===== config.mk =====
export PLATFORM = sky130hd
export DESIGN_NAME = key_seq_decoder
export DESIGN_NICKNAME = d
export VERILOG_FILES = /design/src/rtl/key_seq_decoder.sv
export SDC_FILE = /design/constraint.sdc
export NUM_CORES = 1
export LEC_CHECK = 0
export ABC_AREA = 1
export CORE_UTILIZATION = 51
export DETAILED_ROUTE_END_ITERATION = 8
export PLACE_DENSITY = 0.85
export SETUP_SLACK_MARGIN = 0.05
export SLEW_MARGIN = 0
export SYNTH_ARGS = -nofsm -noshare
export SYNTH_HDL_FRONTEND = slang
export SYNTH_SLANG_ARGS = --single-unit

===== constraint.sdc =====
create_clock -name clk -period 2.4 [get_ports clk]
set_input_delay 0.48 -clock clk [delete_from_list [all_inputs] [get_ports clk]]
set_output_delay 0.48 -clock clk [all_outputs]
set_load 0.02 [all_outputs]

===== src/rtl/key_seq_decoder.sv =====
// Address-nibble unlock sequencer with a Galois LFSR keystream on SDRD.
// Optional macro KEYSEQ_LOCKOUT_EN adds failure counting and a timed lockout.
module key_seq_decoder #(
    parameter int KEY_LEN = 4,
    parameter int NIB_W = 4,
    parameter logic [KEY_LEN*NIB_W-1:0] KEY = 16'hA5C3,
    parameter int LFSR_W = 8,
    parameter logic [LFSR_W-1:0] LFSR_SEED = 8'hE1,
    parameter logic [LFSR_W-1:0] LFSR_TAPS = 8'hB8,
    parameter int MAX_FAIL = 3,
    parameter int LOCKOUT_LEN = 16,
    localparam int SW = $clog2(KEY_LEN + 1)
) (
    input  logic             clk,
    input  logic             rst_n,
    input  logic             acc_stb,
    input  logic             SSER,
    input  logic             BA13,
    input  logic             BA12,
    input  logic [NIB_W-1:0] BA_KEY,
    input  logic             BR_W,
    output logic             SDRD,
    output logic             sdrd_oe,
    output logic             unlocked,
    output logic [SW-1:0]    step
);

    // state      | meaning
    // ST_LOCKED  | idle, waiting for key[0]
    // ST_SEQ     | part of the key matched, step holds progress
    // ST_OPEN    | unlocked, reads return keystream bits
    // ST_LOCKOUT | too many failures, all accesses ignored until timer expires
    typedef enum logic [1:0] {
        ST_LOCKED  = 2'd0,
        ST_SEQ     = 2'd1,
        ST_OPEN    = 2'd2
`ifdef KEYSEQ_LOCKOUT_EN
        ,
        ST_LOCKOUT = 2'd3
`endif
    } state_t;

    state_t              state_q, state_d;
    logic [SW-1:0]       step_q, step_d;
    logic [LFSR_W-1:0]   lfsr_q, lfsr_d;
    logic                unlocked_q;
    logic [NIB_W-1:0]    key_nib;
    logic                win, qrd, qwr;

`ifdef KEYSEQ_LOCKOUT_EN
    localparam int FW = $clog2(MAX_FAIL + 1);
    localparam int LW = $clog2(LOCKOUT_LEN + 1);
    logic [FW-1:0] fail_q, fail_d;
    logic [LW-1:0] lock_q, lock_d;
`else
    logic [31:0] unused_cfg;
    assign unused_cfg = MAX_FAIL ^ LOCKOUT_LEN;
`endif

    assign win = acc_stb & ~SSER & ~BA13 & BA12;
    assign qrd = win & BR_W;
    assign qwr = win & ~BR_W;

    assign sdrd_oe  = (state_q == ST_OPEN) & qrd;
    assign SDRD     = sdrd_oe & lfsr_q[0];
    assign unlocked = unlocked_q;
    assign step     = step_q;

    always_comb begin
        key_nib = '0;
        for (int i = 0; i < KEY_LEN; i++) begin
            if (step_q == SW'(i)) key_nib = KEY[i*NIB_W +: NIB_W];
        end
    end

    always_comb begin
        state_d = state_q;
        step_d  = step_q;
        lfsr_d  = lfsr_q;
`ifdef KEYSEQ_LOCKOUT_EN
        fail_d  = fail_q;
        lock_d  = lock_q;
`endif
        unique case (state_q)
            ST_LOCKED, ST_SEQ: begin
                if (qwr) begin
                    state_d = ST_LOCKED;
                    step_d  = '0;
                end else if (qrd) begin
                    if (BA_KEY == key_nib) begin
                        if (step_q == SW'(KEY_LEN - 1)) begin
                            state_d = ST_OPEN;
                            step_d  = SW'(KEY_LEN);
                            lfsr_d  = LFSR_SEED;
`ifdef KEYSEQ_LOCKOUT_EN
                            fail_d  = '0;
`endif
                        end else begin
                            state_d = ST_SEQ;
                            step_d  = step_q + 1'b1;
                        end
                    end else begin
                        // no re-arm: a mismatch always restarts from key[0] next access
                        state_d = ST_LOCKED;
                        step_d  = '0;
`ifdef KEYSEQ_LOCKOUT_EN
                        if (fail_q >= FW'(MAX_FAIL - 1)) begin
                            fail_d  = FW'(MAX_FAIL);
                            state_d = ST_LOCKOUT;
                            lock_d  = LW'(LOCKOUT_LEN);
                        end else begin
                            fail_d = fail_q + 1'b1;
                        end
`endif
                    end
                end
            end
            ST_OPEN: begin
                if (qwr) begin
                    state_d = ST_LOCKED;
                    step_d  = '0;
                end else if (qrd) begin
                    lfsr_d = (lfsr_q >> 1) ^ (lfsr_q[0] ? LFSR_TAPS : '0);
                end
            end
`ifdef KEYSEQ_LOCKOUT_EN
            ST_LOCKOUT: begin
                // leave on the edge where the timer reaches zero
                if (lock_q <= LW'(1)) begin
                    lock_d  = '0;
                    state_d = ST_LOCKED;
                    fail_d  = '0;
                end else begin
                    lock_d = lock_q - 1'b1;
                end
            end
`endif
            default: begin
                state_d = ST_LOCKED;
                step_d  = '0;
            end
        endcase
    end

    always_ff @(posedge clk or negedge rst_n) begin
        if (!rst_n) begin
            state_q    <= ST_LOCKED;
            step_q     <= '0;
            lfsr_q     <= LFSR_SEED;
            unlocked_q <= 1'b0;
`ifdef KEYSEQ_LOCKOUT_EN
            fail_q     <= '0;
            lock_q     <= '0;
`endif
        end else begin
            state_q    <= state_d;
            step_q     <= step_d;
            lfsr_q     <= lfsr_d;
            unlocked_q <= (state_d == ST_OPEN);
`ifdef KEYSEQ_LOCKOUT_EN
            fail_q     <= fail_d;
            lock_q     <= lock_d;
`endif
        end
    end

endmodule


==> run metrics, run 1 <==
Worst-path clk slew approximately 0.09 ns; internal power ~0.00036 W; total CTS buffers 3; worst hold path startpoint lfsr_q[7]; worst clock skew approximately 0.0015 ns; ant diodes 0; Syn Nets between 100 and 150; crit path cell chain clkdlybuf4s50_1 > nand2_1 > nor3_4 > nand2_2 > nor2_4 > dlygate4sd2_1; RSZ-0062 raised after global routing false; final hold vios 0; Avg WL per Cell ~12 um; Slew @ Worst Pin approximately 0.63 ns; cell family with most CP delay buffers and inverters; layout cells sized above 1 28.3%; top cell type's share of synthesized area 26.0%; DP Area between 1000 and 1500 um2; Worst Path Arrival approximately 1.8 ns; Tcrit/Tclk final 93.0%; Die Y 45.4 um; hold crit path type flip-flop to flip-flop; switch share between 20% and 30%; sequential share of the synthesized area a little under two fifths; Buf/Inv on CP 2; P_sw ~0.00012 W; Synth Flop Type dfrtp_1; Final Wtd Congestion around 0.8; Pwr Density 395 nW/um2; DR vias/cell ~5; Nets 162; Post-Route WL roughly 2 mm; count of final setup violators 0; Startpoint Class input port; fill count between 100 and 150; Slew Limit Fails 0; Std-Cell Rows 15; H-tree levels 1; Overflow after GRT 0; drt first pass iters 4; latest clock arrival within the worst-skew pair about 0.29 ns; # Max-Cap Violations 0; Lkg Pwr between 0.6 and 0.7 nW; # clock sinks 14; clk buf depth 2; die area slightly above 2000 um2; Total GRT Usage roughly 22%; number of global-route vias before repair 760; average size of a mapped cell 8.01 um2; Top Ports 17; Finished Layout Cells 170; Final Critical Period about 2.2 ns; combinational share of power roughly an eighth; Root Buffer clkbuf_4; # placed instances around 170; fin util 69.7%; post-synth top area cell dfrtp_1; Port Buf Inserts 16; endpoint class of the critical path output port; Sequential Power Share between 50% and 60%; TritonCTS clock tree built; die width 45.4 um; global-route wire length before repair ~3.2 mm; dpl hpwl approximately 1.5 mm; final instance area 1220 um2; critical path fanouts, max 3; post-synthesis cell area a little under 1000 um2; worst r2r src step[0]; Critical Path RT between 1.5 and 2 ns; highest clock rate between 0.4 and 0.5 GHz; Synth warnings 0; total power about 0.00048 W; Syn Inst Count 120; P&R area growth vs syn 26.6%; Iteration-0 DRC Markers 11; Largest stage delay, worst path roughly 0.45 ns; maximum VDD drop approximately 0.00025 V; status completed; Async SR Flop Fraction between 90% and 100%; number of flops mapped to enable cells by yosys 0; synth unique cells 23; Crit Path Class input port to output port; max_slew headroom 57.6%; clock network power share between 30% and 40%; Residual DRC 0; routed vias between 800 and 900; CP max-delay cell clkdlybuf4s50_1; core outline area about 1700 um2; Initial Util a little under three fifths; Detail Route Antenna Nets 0; largest net degree at the start of global routing 15; WHS ~0.48 ns; Area contributors post-synth dfrtp_1, nand2_1, dfstp_2; initial antenna violation count 0; Crit. Startpoint BA12; FF+latch count, synth 14
## per-layer routing
| layer | wire (um) | vias to the layer above | global-route usage, % | part of all wire, % |
|---|---|---|---|---|
| met5 | 0 | - | 0 | 0 |
| met4 | 60 | 0 | 12.7 | 3.1 |
| met3 | 82 | 7 | 2.38 | 4.2 |
| met2 | 975 | 27 | 38.0 | 50 |
| met1 | 842 | 377 | 26.1 | 43 |
| li1 | - | 424 | - | - |
## power by group through the flow
stage	registers, W	clock network [W]	logic [W]
2_1_floorplan	0.000249	0	0.0000297
3_3_place_gp	0.000248	0	0.0000582
5_1_grt	0.000245	0.000187	0.0000672
4_1_cts	0.000244	0.000180	0.0000608
6_report	0.000244	0.000176	0.0000604
3_5_place_dp	0.000249	0	0.0000607
## cell families after synthesis
kind of cell / count (synthesis) / share of synthesized area (%)
xor gates and xnor gates: 2 / 1.82
DFF: 14 / 37.0
AOI/OAI and AO/OA: 6 / 3.91
buffers and inverters: 15 / 7.16
adders and majority gates: 5 / 6.51
and+or+nand+nor: 78 / 43.6
## sequential cells by signal, indices dropped and copies added, names as in the netlist
register / cells
state_q: 2
step: 3
unlocked: 1
lfsr_q: 8
## per-stage QoR
step | worst slack [ns] | TNS [ns]
final | 0.168 | 0
after global routing | 0.0789 | 0
after detailed placement | -0.195 | -0.319
after floorplan | 0.467 | 0
after CTS | 0.0831 | 0
after global placement | -0.179 | -0.279
## final timing paths
path / depth (start not counted) / end / slack (ns)
worst max-delay path: 6 / sdrd_oe / 0.17
worst min-delay path: 2 / lfsr_q[7] / 0.48
worst max register to register: 12 / lfsr_q[4] / 0.41
worst min register to register: 2 / lfsr_q[7] / 0.48
max in group asynchronous: 1 / unlocked / 1.42
min in group asynchronous: 1 / lfsr_q[4] / 0.58
## layout make-up
cell class	count	area, um2	share of cell area [%]
Sequential cell	14	355	29.2
Multi-Input combinational cell	91	537	44.1
Clock buffer	4	36.3	2.98
Tap cell	25	31.3	2.57
Inverter	14	57.6	4.73
Timing Repair Buffer	22	199	16.4
## timing repair
action	CTS	global route
resized for setup	2	2
hold buffers	0	0
setup buffers	0	0
endpoints found under the setup margin	2	1
## cells in the final DEF (no fill, tap or decap)
master / n
o21a_1: 1
ha_1: 5
nor2_1: 4
nand3_2: 9
dlygate4sd2_1: 1
clkbuf_2: 1
nor2_4: 2
nand3_1: 6
dfstp_2: 4
nand2_1: 45
xnor2_1: 2
inv_1: 10
buf_4: 6
nor3_4: 1
clkbuf_4: 3
or2_2: 2
inv_2: 3
nor2_2: 4
clkdlybuf4s50_1: 14
o21ai_0: 3
nand2_2: 3
inv_6: 1
clkbuf_8: 1
nand4_2: 1
dfrtp_1: 10
a21oi_1: 1
nand3b_1: 1
o211a_1: 1
## worst reg2reg max path: stages, from the launching register on
cell,delay [ns]
dfrtp_1,0.44
ha_1,0.22
ha_1,0.23
inv_2,0.13
nand2_1,0.07
nand2_1,0.05
nand2_1,0.05
nor2_2,0.14
nand4_2,0.14
buf_4,0.20
nand2_2,0.12
nand2_1,0.09
nand2_1,0.06
## Yosys cell counts (2+ instances only)
master,count
dfstp_2,4
xnor2_1,2
nand3_2,9
nor2_1,4
ha_1,5
nand2_1,45
nand2_2,3
nor2_4,2
nor2_2,4
nand3_1,6
o21ai_0,3
dfrtp_1,10
or2_2,2
inv_1,10
inv_2,3
(Power assumes the default switching activity.)
==> inputs of run 2 (changes only) <==
- GPL_TIMING_DRIVEN: default -> 0
==> run 2 against run 1 <==
Against the previous run:
- count of clock-buffer cells in the layout is the same
- combinational power up 1%
- global-route usage rose by 0.57 points
- register-to-register slack better by 0.11 ns
- sequential share of layout area rose by 0.49 points
- via count grew 0.36%
- design area fell by 1.6%
- core utilization is 1.1 points lower
- largest cell class unchanged
==> run metrics, run 2 (synthesized netlist as in run 1, its figures left out) <==
status completed; Final Critical Period ~2.3 ns; Largest Register lfsr_q; max_slew headroom between 50% and 60%; endpoint class of the critical path output port; fill count 143; H-tree levels 1; worst setup margin approximately 0.14 ns; count of final setup violators 0; Die Y between 40 and 50 um; initial antenna violation count 0; Reg2Reg Depth 11; Worst-path clk slew 0.09 ns; # Max-Cap Violations 0; DP Area roughly 1200 um2; latest clock arrival within the worst-skew pair around 0.28 ns; Post-Route WL 2.00 mm; # placed instances approximately 160; die area 2060 um2; Finished Layout Cells about 170; ant diodes 0; critical path fanouts, max 10; Tcrit/Tclk final 94.1%; # clock sinks 14; Worst Path Arrival roughly 1.8 ns; layout cells sized above 1 a little over a quarter; Total GRT Usage 22.5%; Top Ports 17; most frequent cells in the layout nand2_1, clkdlybuf4s50_1, inv_1, dfrtp_1, nand3_2; Avg WL per Cell ~12 um; final instance area between 1000 and 1500 um2; Detail Route Antenna Nets 0; fin util between 60% and 70%; hold crit path type flip-flop to flip-flop; pre-CTS setup slack -0.409 ns; Std-Cell Rows 15; P&R area growth vs syn 24.5%; worst clock skew ~0.0085 ns; core outline area between 1500 and 2000 um2; number of global-route vias before repair 814; total CTS buffers 3; Startpoint Class input port; RSZ-0062 raised after global routing false; routed vias approximately 840; dpl hpwl 1.51 mm; Largest stage delay, worst path around 0.45 ns; Pwr Density around 370 nW/um2; global-route wire length before repair 3.29 mm; Lkg Pwr 0.591 nW; highest clock rate approximately 0.44 GHz; Root Buffer clkbuf_4; Iteration-0 DRC Markers 25; CTS Hold Bufs 0; commonest non-fill, non-tap cell in the layout nand2_1; Hold Crit Depth 2; TritonCTS clock tree built; Slew Limit Fails 0; crit path cell chain clkdlybuf4s50_1 > nand2_1 > nor3_4 > nand2_2 > nor2_4 > inv_6 > nor2_1 > buf_2; Largest register FFs 8; total power ~0.00045 W; Slew @ Worst Pin ~0.63 ns; clk buf depth 2; Critical Path RT between 1.5 and 2 ns; Residual DRC 0; Overflow after GRT 0; CP max-delay cell clkdlybuf4s50_1; Nets between 150 and 200; DR vias/cell about 5; Initial Util between 50 and 60%; maximum VDD drop 0.000308 V; Port Buf Inserts 16; final hold vios 0; Crit Path Class input port to output port; die width about 45 um; Final Wtd Congestion a little under 0.8; largest net degree at the start of global routing 15; drt first pass iters 4
run 2: through the flow:
step,hold slack (ns),TNS (ns)
finish,0.477,0
global route,0.507,0
CTS,0.477,0
detailed placement,0.464,-0.661
global placement,0.457,-0.556
floorplan,0.184,0
run 2: routing by layer:
layer / track usage [%] / share of wire (%)
met1: 26.8 / 42
met2: 37.4 / 52
met3: 7.54 / 4.3
met4: 8.48 / 1.4
met5: 0 / 0
run 2: power breakdown:
| group | internal, W | switching (W) | leakage (nW) |
|---|---|---|---|
| Sequential | 0.000241 | 0.00000422 | 0.179 |
| Clock | 0.0000645 | 0.0000769 | 0.0150 |
| Combinational | 0.0000316 | 0.0000294 | 0.397 |
run 2: path summary, 6_finish.rpt:
check	slack, ns	startpoint	end
max	0.14	acc_stb	SDRD
min	0.48	lfsr_q[7]	lfsr_q[7]
max reg2reg	0.52	step[0]	lfsr_q[3]
min reg2reg	0.48	lfsr_q[7]	lfsr_q[7]
max in group asynchronous	1.41	rst_n	step[1]
min in group asynchronous	0.58	rst_n	lfsr_q[4]
run 2: area by class of cell:
| class | count | area [um2] | area share, % |
|---|---|---|---|
| multi-input combinational | 91 | 537 | 44.9 |
| sequential | 14 | 355 | 29.7 |
| tap | 25 | 31.3 | 2.62 |
| inverter | 14 | 57.6 | 4.81 |
| clock buffer | 4 | 26.3 | 2.20 |
| timing repair buffer | 19 | 178 | 14.9 |
| buffer | 1 | 11.3 | 0.941 |
run 2: worst max-delay path: cells and delay by family:
family        cells  cell delay (ns)
buf+inv           3             0.70
simple gates      5             0.58
run 2: what timing repair did:
action	4_1_cts	5_1_grt
buffers inserted	3	0
endpoints found under the setup margin	2	2
pin swaps	3	2
gates resized for setup	5	1
